File: config.mk
export PLATFORM = sky130hd
export DESIGN_NAME = ysyx_23060240_core_ctrl
export DESIGN_NICKNAME = d
export VERILOG_FILES = /design/src/rtl/ysyx_23060240_core_ctrl.sv
export SDC_FILE = /design/constraint.sdc
export NUM_CORES = 1
export LEC_CHECK = 0
export ABC_AREA = 1
export CAP_MARGIN = 20
export CORE_MARGIN = 2
export CORE_UTILIZATION = 40
export DETAILED_ROUTE_END_ITERATION = 7
export PLACE_DENSITY = 0.78
export SKIP_CTS_REPAIR_TIMING = 1
export SYNTH_ARGS = -nofsm -noshare
export SYNTH_HDL_FRONTEND = slang
export SYNTH_SLANG_ARGS = --single-unit
File: constraint.sdc
create_clock -name clk -period 3.5 [get_ports clk]
set_input_delay 0.7 -clock clk [delete_from_list [all_inputs] [get_ports clk]]
set_output_delay 0.7 -clock clk [all_outputs]
set_load 0.1 [all_outputs]
File: src/rtl/ysyx_23060240_core_ctrl.sv
// rtl/ysyx_23060240_core_ctrl.sv - multi-cycle fetch/execute/memory/writeback sequencer for the NPC core
//
// Ports:
//   clk, rst          core clock, synchronous active-high reset
//   inst_req_*        fetch request handshake to the IFU
//   inst_rsp_*        fetched instruction return
//   inst_reg          latched current instruction (to IMM/decoder)
//   lsu_req_*         load/store request handshake (we: 1=store, 0=load)
//   lsu_rsp_valid     load data / store completion
//   rf_we, pc_we      writeback strobes
//   halt, err         sticky terminal status (ebreak / illegal opcode or bus timeout)
//   instret           retired instruction count
module ysyx_23060240_core_ctrl #(
    parameter int TIMEOUT = 255,
    parameter int CNT_W   = 8
) (
    input  logic        clk,
    input  logic        rst,
    output logic        inst_req_valid,
    input  logic        inst_req_ready,
    input  logic        inst_rsp_valid,
    input  logic [31:0] inst_rsp_data,
    output logic [31:0] inst_reg,
    output logic        lsu_req_valid,
    output logic        lsu_req_we,
    input  logic        lsu_req_ready,
    input  logic        lsu_rsp_valid,
    output logic        rf_we,
    output logic        pc_we,
    output logic        halt,
    output logic        err,
    output logic [31:0] instret
);

    typedef enum logic [2:0] {
        IF_REQ   = 3'd0,
        IF_WAIT  = 3'd1,
        EX       = 3'd2,
        MEM_REQ  = 3'd3,
        MEM_WAIT = 3'd4,
        WB       = 3'd5,
        HALT     = 3'd6,
        ERR      = 3'd7
    } state_t;

    localparam logic [6:0]  OP_LOAD   = 7'b0000011;
    localparam logic [6:0]  OP_STORE  = 7'b0100011;
    localparam logic [6:0]  OP_BRANCH = 7'b1100011;
    localparam logic [31:0] EBREAK    = 32'h0010_0073;

    // The watchdog value during the last permitted cycle of a wait state.
    localparam logic [CNT_W-1:0] WD_LAST = CNT_W'(TIMEOUT - 1);

    state_t           state;
    state_t           state_nxt;
    logic [CNT_W-1:0] wd;
    logic             capture;
    logic             wd_state;
    logic             timeout;
    logic [6:0]       opcode;
    logic             is_mem;
    logic             is_wb_op;

    assign opcode = inst_reg[6:0];
    assign is_mem = (opcode == OP_LOAD) || (opcode == OP_STORE);

    always_comb begin
        is_wb_op = 1'b0;
        case (opcode)
            7'b0010111, 7'b0110111, 7'b1100011, 7'b1101111,
            7'b1100111, 7'b0010011, 7'b0110011, 7'b1110011: is_wb_op = 1'b1;
            default:                                        is_wb_op = 1'b0;
        endcase
    end

    assign wd_state = (state == IF_REQ) || (state == IF_WAIT) ||
                      (state == MEM_REQ) || (state == MEM_WAIT);
    assign timeout  = wd_state && (wd == WD_LAST);

    always_comb begin
        state_nxt = state;
        capture   = 1'b0;
        case (state)
            IF_REQ:   if (inst_req_ready) state_nxt = IF_WAIT;
            IF_WAIT:  if (inst_rsp_valid) begin
                          state_nxt = EX;
                          capture   = 1'b1;
                      end
            EX:       begin
                          // ebreak shares the SYSTEM opcode, so it must be matched first.
                          if (inst_reg == EBREAK) state_nxt = HALT;
                          else if (is_mem)        state_nxt = MEM_REQ;
                          else if (is_wb_op)      state_nxt = WB;
                          else                    state_nxt = ERR;
                      end
            MEM_REQ:  if (lsu_req_ready) state_nxt = MEM_WAIT;
            MEM_WAIT: if (lsu_rsp_valid) state_nxt = WB;
            WB:       state_nxt = IF_REQ;
            HALT:     state_nxt = HALT;
            ERR:      state_nxt = ERR;
            default:  state_nxt = ERR;
        endcase
        // A handshake finishing on the last allowed cycle wins over the timeout.
        if (timeout && (state_nxt == state)) state_nxt = ERR;
    end

    always_ff @(posedge clk) begin
        if (rst) begin
            state    <= IF_REQ;
            inst_reg <= 32'd0;
            instret  <= 32'd0;
            wd       <= '0;
        end else begin
            state <= state_nxt;
            if (capture) inst_reg <= inst_rsp_data;
            if (state == WB) instret <= instret + 32'd1;
            if (wd_state && (state_nxt == state)) wd <= wd + 1'b1;
            else                                  wd <= '0;
        end
    end

    // Strobes are decoded from the registered state and forced low during reset.
    assign inst_req_valid = !rst && (state == IF_REQ);
    assign lsu_req_valid  = !rst && (state == MEM_REQ);
    assign lsu_req_we     = !rst && (state == MEM_REQ) && (opcode == OP_STORE);
    assign rf_we          = !rst && (state == WB) && (opcode != OP_BRANCH) && (opcode != OP_STORE);
    assign pc_we          = !rst && (state == WB);
    assign halt           = !rst && (state == HALT);
    assign err            = !rst && (state == ERR);

endmodule

# Yosys cells after proc, flatten, opt, wreduce, memory -nomap -nowiden
# Cells that the tools add are included.
[op_classes]
addsub = 2
mul = 0
div_mod_pow = 0
n_lt_le_gt_ge = 0
eq_ne = 23
shift = 0
n_mux = 12
bitwise_logic = 1
reduce_logical = 19
[op_table]
columns = ["operator", "count"]
rows = [
  ["adder 32 x 1 -> 32 bit (second input constant)", 1],
  ["equality test 32 x 21 -> 1 bit (second input constant)", 1],
  ["equality test 7 bit (second input constant)", 4],
  ["one-hot mux 3 bit (8 select lines)", 1],
  ["equality test 7 x 6 -> 1 bit (second input constant)", 3],
  ["2-to-1 mux 3 bit", 7],
  ["equality test 7 x 5 -> 1 bit (second input constant)", 2],
  ["equality test 3 bit (second input constant)", 4],
  ["logical AND 1 bit", 11],
  ["adder 8 x 1 -> 8 bit (second input constant)", 1],
  ["equality test 8 bit (second input constant)", 1],
  ["OR reduction 8 bit", 1],
  ["equality test 7 x 2 -> 1 bit (second input constant)", 1],
  ["inequality test 7 x 6 -> 1 bit (second input constant)", 1],
  ["inequality test 7 bit (second input constant)", 1],
  ["equality test 3 x 2 -> 1 bit (second input constant)", 2],
  ["equality test 3 bit", 2],
  ["logical OR 1 bit", 4],
  ["equality test 3 x 1 -> 1 bit (second input constant)", 1],
  ["logical NOT 3 bit", 1],
  ["2-to-1 mux 1 bit", 3],
  ["2-to-1 mux 2 bit", 1],
  ["OR reduction 2 bit", 1],
  ["logical NOT 1 bit", 1],
  ["inverter 1 bit", 1],
]
[totals]
reg_bits = 75
latchBits = 0
mem_bits_rw = 0
mem_bits_ro = 0
output_inout_bits = 71
elab_cells = 61
n_memories = 0

# Logic depth before layout (Yosys ltp)
[logic_depth]
word_depth = 14
ltp_mapped = 14

# Worst setup path before layout
# Ideal clock, no wire load.
[synth_path]
path_type = "register to output"
start = "register inst_reg[1]"
end = "output port lsu_req_we"
arrival_time_ps = 4281
slack_ps = -1481
stages_incl_launch_ff = 5
cell_sequence = "dfxtp_1 -> nand2_1 -> nor2_1 -> nand3_1 -> nor4_1"
[synth_between]
elab_chain_len = 2
[synth_rtl]
columns = ["item", "line_no", "rtl"]
rows = [
  ["start: declaration", "23", "output logic [31:0] inst_reg,"],
  ["start signal: assignment", "115", "if (capture) inst_reg <= inst_rsp_data;"],
  ["equality test 7 x 6 -> 1 bit", "125", "assign lsu_req_we = !rst && (state == MEM_REQ) && (opcode == OP_STORE);"],
  ["logical AND 1 bit", "125", ""],
  ["end: declaration", "25", "output logic lsu_req_we,"],
]
# No other way between the ends.

# Worst setup path in the final report
[layout_path]
start = "input port rst"
end = "output port rf_we"
[layout_between]
elab_chain_len = 4
[layout_rtl]
columns = ["item", "line_no", "rtl"]
rows = [
  ["start: declaration", "18", "input logic rst,"],
  ["logical NOT 1 bit", "126", "assign rf_we = !rst && (state == WB) && (opcode != OP_BRANCH) && (opcode != OP_STORE);"],
  ["logical AND 1 bit (3 in series)", "126", ""],
  ["end: declaration", "28", "output logic rf_we,"],
]
# No other way between the ends.

==> results.cfg <==
[place]
dp_hpwl_um = 7160
dpl.cell_count = 709
pre_cts_slack_ns = 0.695
placement.io_buffers = 108
gp_congestion = 0.857
dpl_cell_area_mm2 = 0.00483

[route]
antenna_left = 0
via_per_inst = 4.98
routedWlPerCell_um = 13.1
first_pass_iters = 4
first_iter_violations = 114
drc_errors = 0
vias = 3611
wl_um = 9500

[global_route]
antenna_found_initial = 0
grt_max_degree = 49
grt_pass1_wl_um = 15700
grt_usage_pct = 19.6
overflow = 0
grt_pass1_vias = 3467

[floorplan]
die_area_mm2 = 0.00976
die_h_um = 98.8
core-area_mm2 = 0.00872
pin_count = 109
start_util_pct = 41.2
die_x_um = 98.8
rows = 34

[timing]
fmax_ghz = 0.356
period_share_pct = 80.2
timing.hold.ws_ns = 0.463
slew_viol_final = 0
min_period_ns = 2.81
slew_headroom_pct = 32.6
skew_ns = 0.0184
final.setup.tns_ns = 0
rsz0062_at_grt = no
setup_viol = 0
setup_ws_ns = 0.692
worstMarginPinSlew_ns = 1.01
finalHoldViolCount = 0

[cts]
cts_tree = yes
cts_buffer_depth = 2
clk-insertion-delay-late_ns = 0.36
clk_pin_slew_ns = 0.07
clock-sinks = 75
cts_buffers = 9
root_buffer = clkbuf_8
ctsHtreeMaxLevel = 3

[synthesis]
synth_top_area_share_pct = 41.8
synthTopCellsByArea = dfxtp_1, nor2_1, inv_1
syn-num-nets = 545
synth_largest_area_cell = dfxtp_1
synthFlopType = dfxtp_1
syn-mean-instance-area_um2 = 7.13
synth_seq_cells = 75
ys_warn_count = 0
synth_cells = 504
synth_edf_count = 0
syn_area_mm2 = 0.00359
ys_seq_area_share_pct = 41.8
async_reset_ff_share_pct = 0
synth_cell_types = 34

[layout]
n_fill_cell = 800
drive_above_1_share_pct = 11.7
final_core_util_pct = 57.5
syn2layout_area_growth_pct = 39.5
instances_no_fill = 725
antenna_cells = 0
final_cell_area_mm2 = 0.00501
nNetsFinal = 653

[pwr]
p_sw_mw = 1.64
p_leak_nw = 1.88
power.density_mw_per_mm2 = 655
power_frac_clock_pct = 19.2
switching_share_pct = 49.9
peakVddDrop_v = 0.000251
power_frac_seq_pct = 33.0
internal_power_mw = 1.65
power_mw = 3.29
power_frac_comb_pct = 47.8

[setup_path]
criticalPathCategory = input port to primary output
critPathMaxFanout = 10
cp.required_ns = 2.80
r2r-end = state[1]
cp-start-kind = input port
end_kind = primary output
reg2reg_depth = 8
r2r-start = state[0]
crit_arrival_ns = 2.11
r2r_slack_ns = 1.35

[hold_path]
hp-class = register to register
hold_end = wd[0]
min_path_cells = 1
hold_start = wd[0]

[run_status]
status = completed

[flow_run]
cap_violations = 0
==> area by class of cell <==
type | instances | area (µm²) | share of cell area, %
multi-input cells | 337 | 1760 | 35.1
clock buffers | 10 | 138 | 2.74
inverters | 76 | 287 | 5.71
well taps | 108 | 135 | 2.69
repair buffers | 113 | 1150 | 22.9
clock inverters | 6 | 47.5 | 0.948
flip-flops and latches | 75 | 1500 | 29.9
==> power by group through the flow <==
| stage | registers (mW) | clock network [mW] | logic [mW] |
|---|---|---|---|
| finish | 1.08 | 0.631 | 1.57 |
| global route | 1.10 | 0.683 | 1.66 |
| CTS | 1.08 | 0.647 | 1.58 |
| detailed placement | 1.10 | 0 | 1.57 |
| global placement | 1.10 | 0 | 1.55 |
| floorplan | 1.76 | 0 | 0.535 |
==> routing by layer <==
metal | track usage, % | vias to the layer above | part of all wire (%)
li1 | - | 1826 | -
met5 | 0 | - | 0
met1 | 23.8 | 1668 | 44
met3 | 5.25 | 15 | 5.6
met4 | 5.58 | 0 | 1.5
met2 | 34.1 | 102 | 49
==> Yosys cell counts, types with 3 or more instances <==
master    instances
nor2_1           77
dfxtp_1          75
inv_1            71
nand2_1          71
a21oi_1          43
o21ai_0          43
nand3_1          19
clkbuf_1         13
nor3_1           12
xor2_1           12
nand4_1          11
xnor2_1           8
nor4_1            6
o21ai_1           5
inv_2             4
nor2_2            4
nor2_4            4
ha_1              3
nand2_2           3
==> how the worst max path moves through the flow <==
stage / startpoint / end / slack, ns / cells after the start
global route: rst / rf_we / 0.64 / 4
CTS: rst / rf_we / 0.69 / 4
global placement: rst / halt / 0.68 / 4
detailed placement: rst / rf_we / 0.69 / 4
finish: rst / rf_we / 0.69 / 4
floorplan: inst_reg[1] / lsu_req_we / -0.31 / 4
==> placed cells by master, fill, tap and decap left out, types with 5 or more instances in the layout <==
cell type and n:
a21oi_1 43, buf_12 7, buf_4 21, clkbuf_8 10, clkdlybuf4s50_1 85, dfxtp_1 75, inv_1 71, nand2_1 71
nand3_1 18, nand4_1 11, nor2_1 76, nor2_2 5, nor3_1 11, nor4_1 5, o21ai_0 43, o21ai_1 5
xnor2_1 8, xor2_1 12
==> critical path: stages <==
cell and delay, ns:
clkdlybuf4s50_1 0.67, nor2_2 0.31, o211a_1 0.23, buf_12 0.18
==> cells by family after synthesis <==
kind of cell | after synthesis | share of synthesized area, %
buf+inv | 92 | 9.85
fa+ha+maj | 3 | 1.04
flops | 75 | 41.8
compound gates | 93 | 13.2
simple gates | 221 | 29.3
xor+xnor | 20 | 4.87
Note: power is estimated with default switching activity, not from simulation.
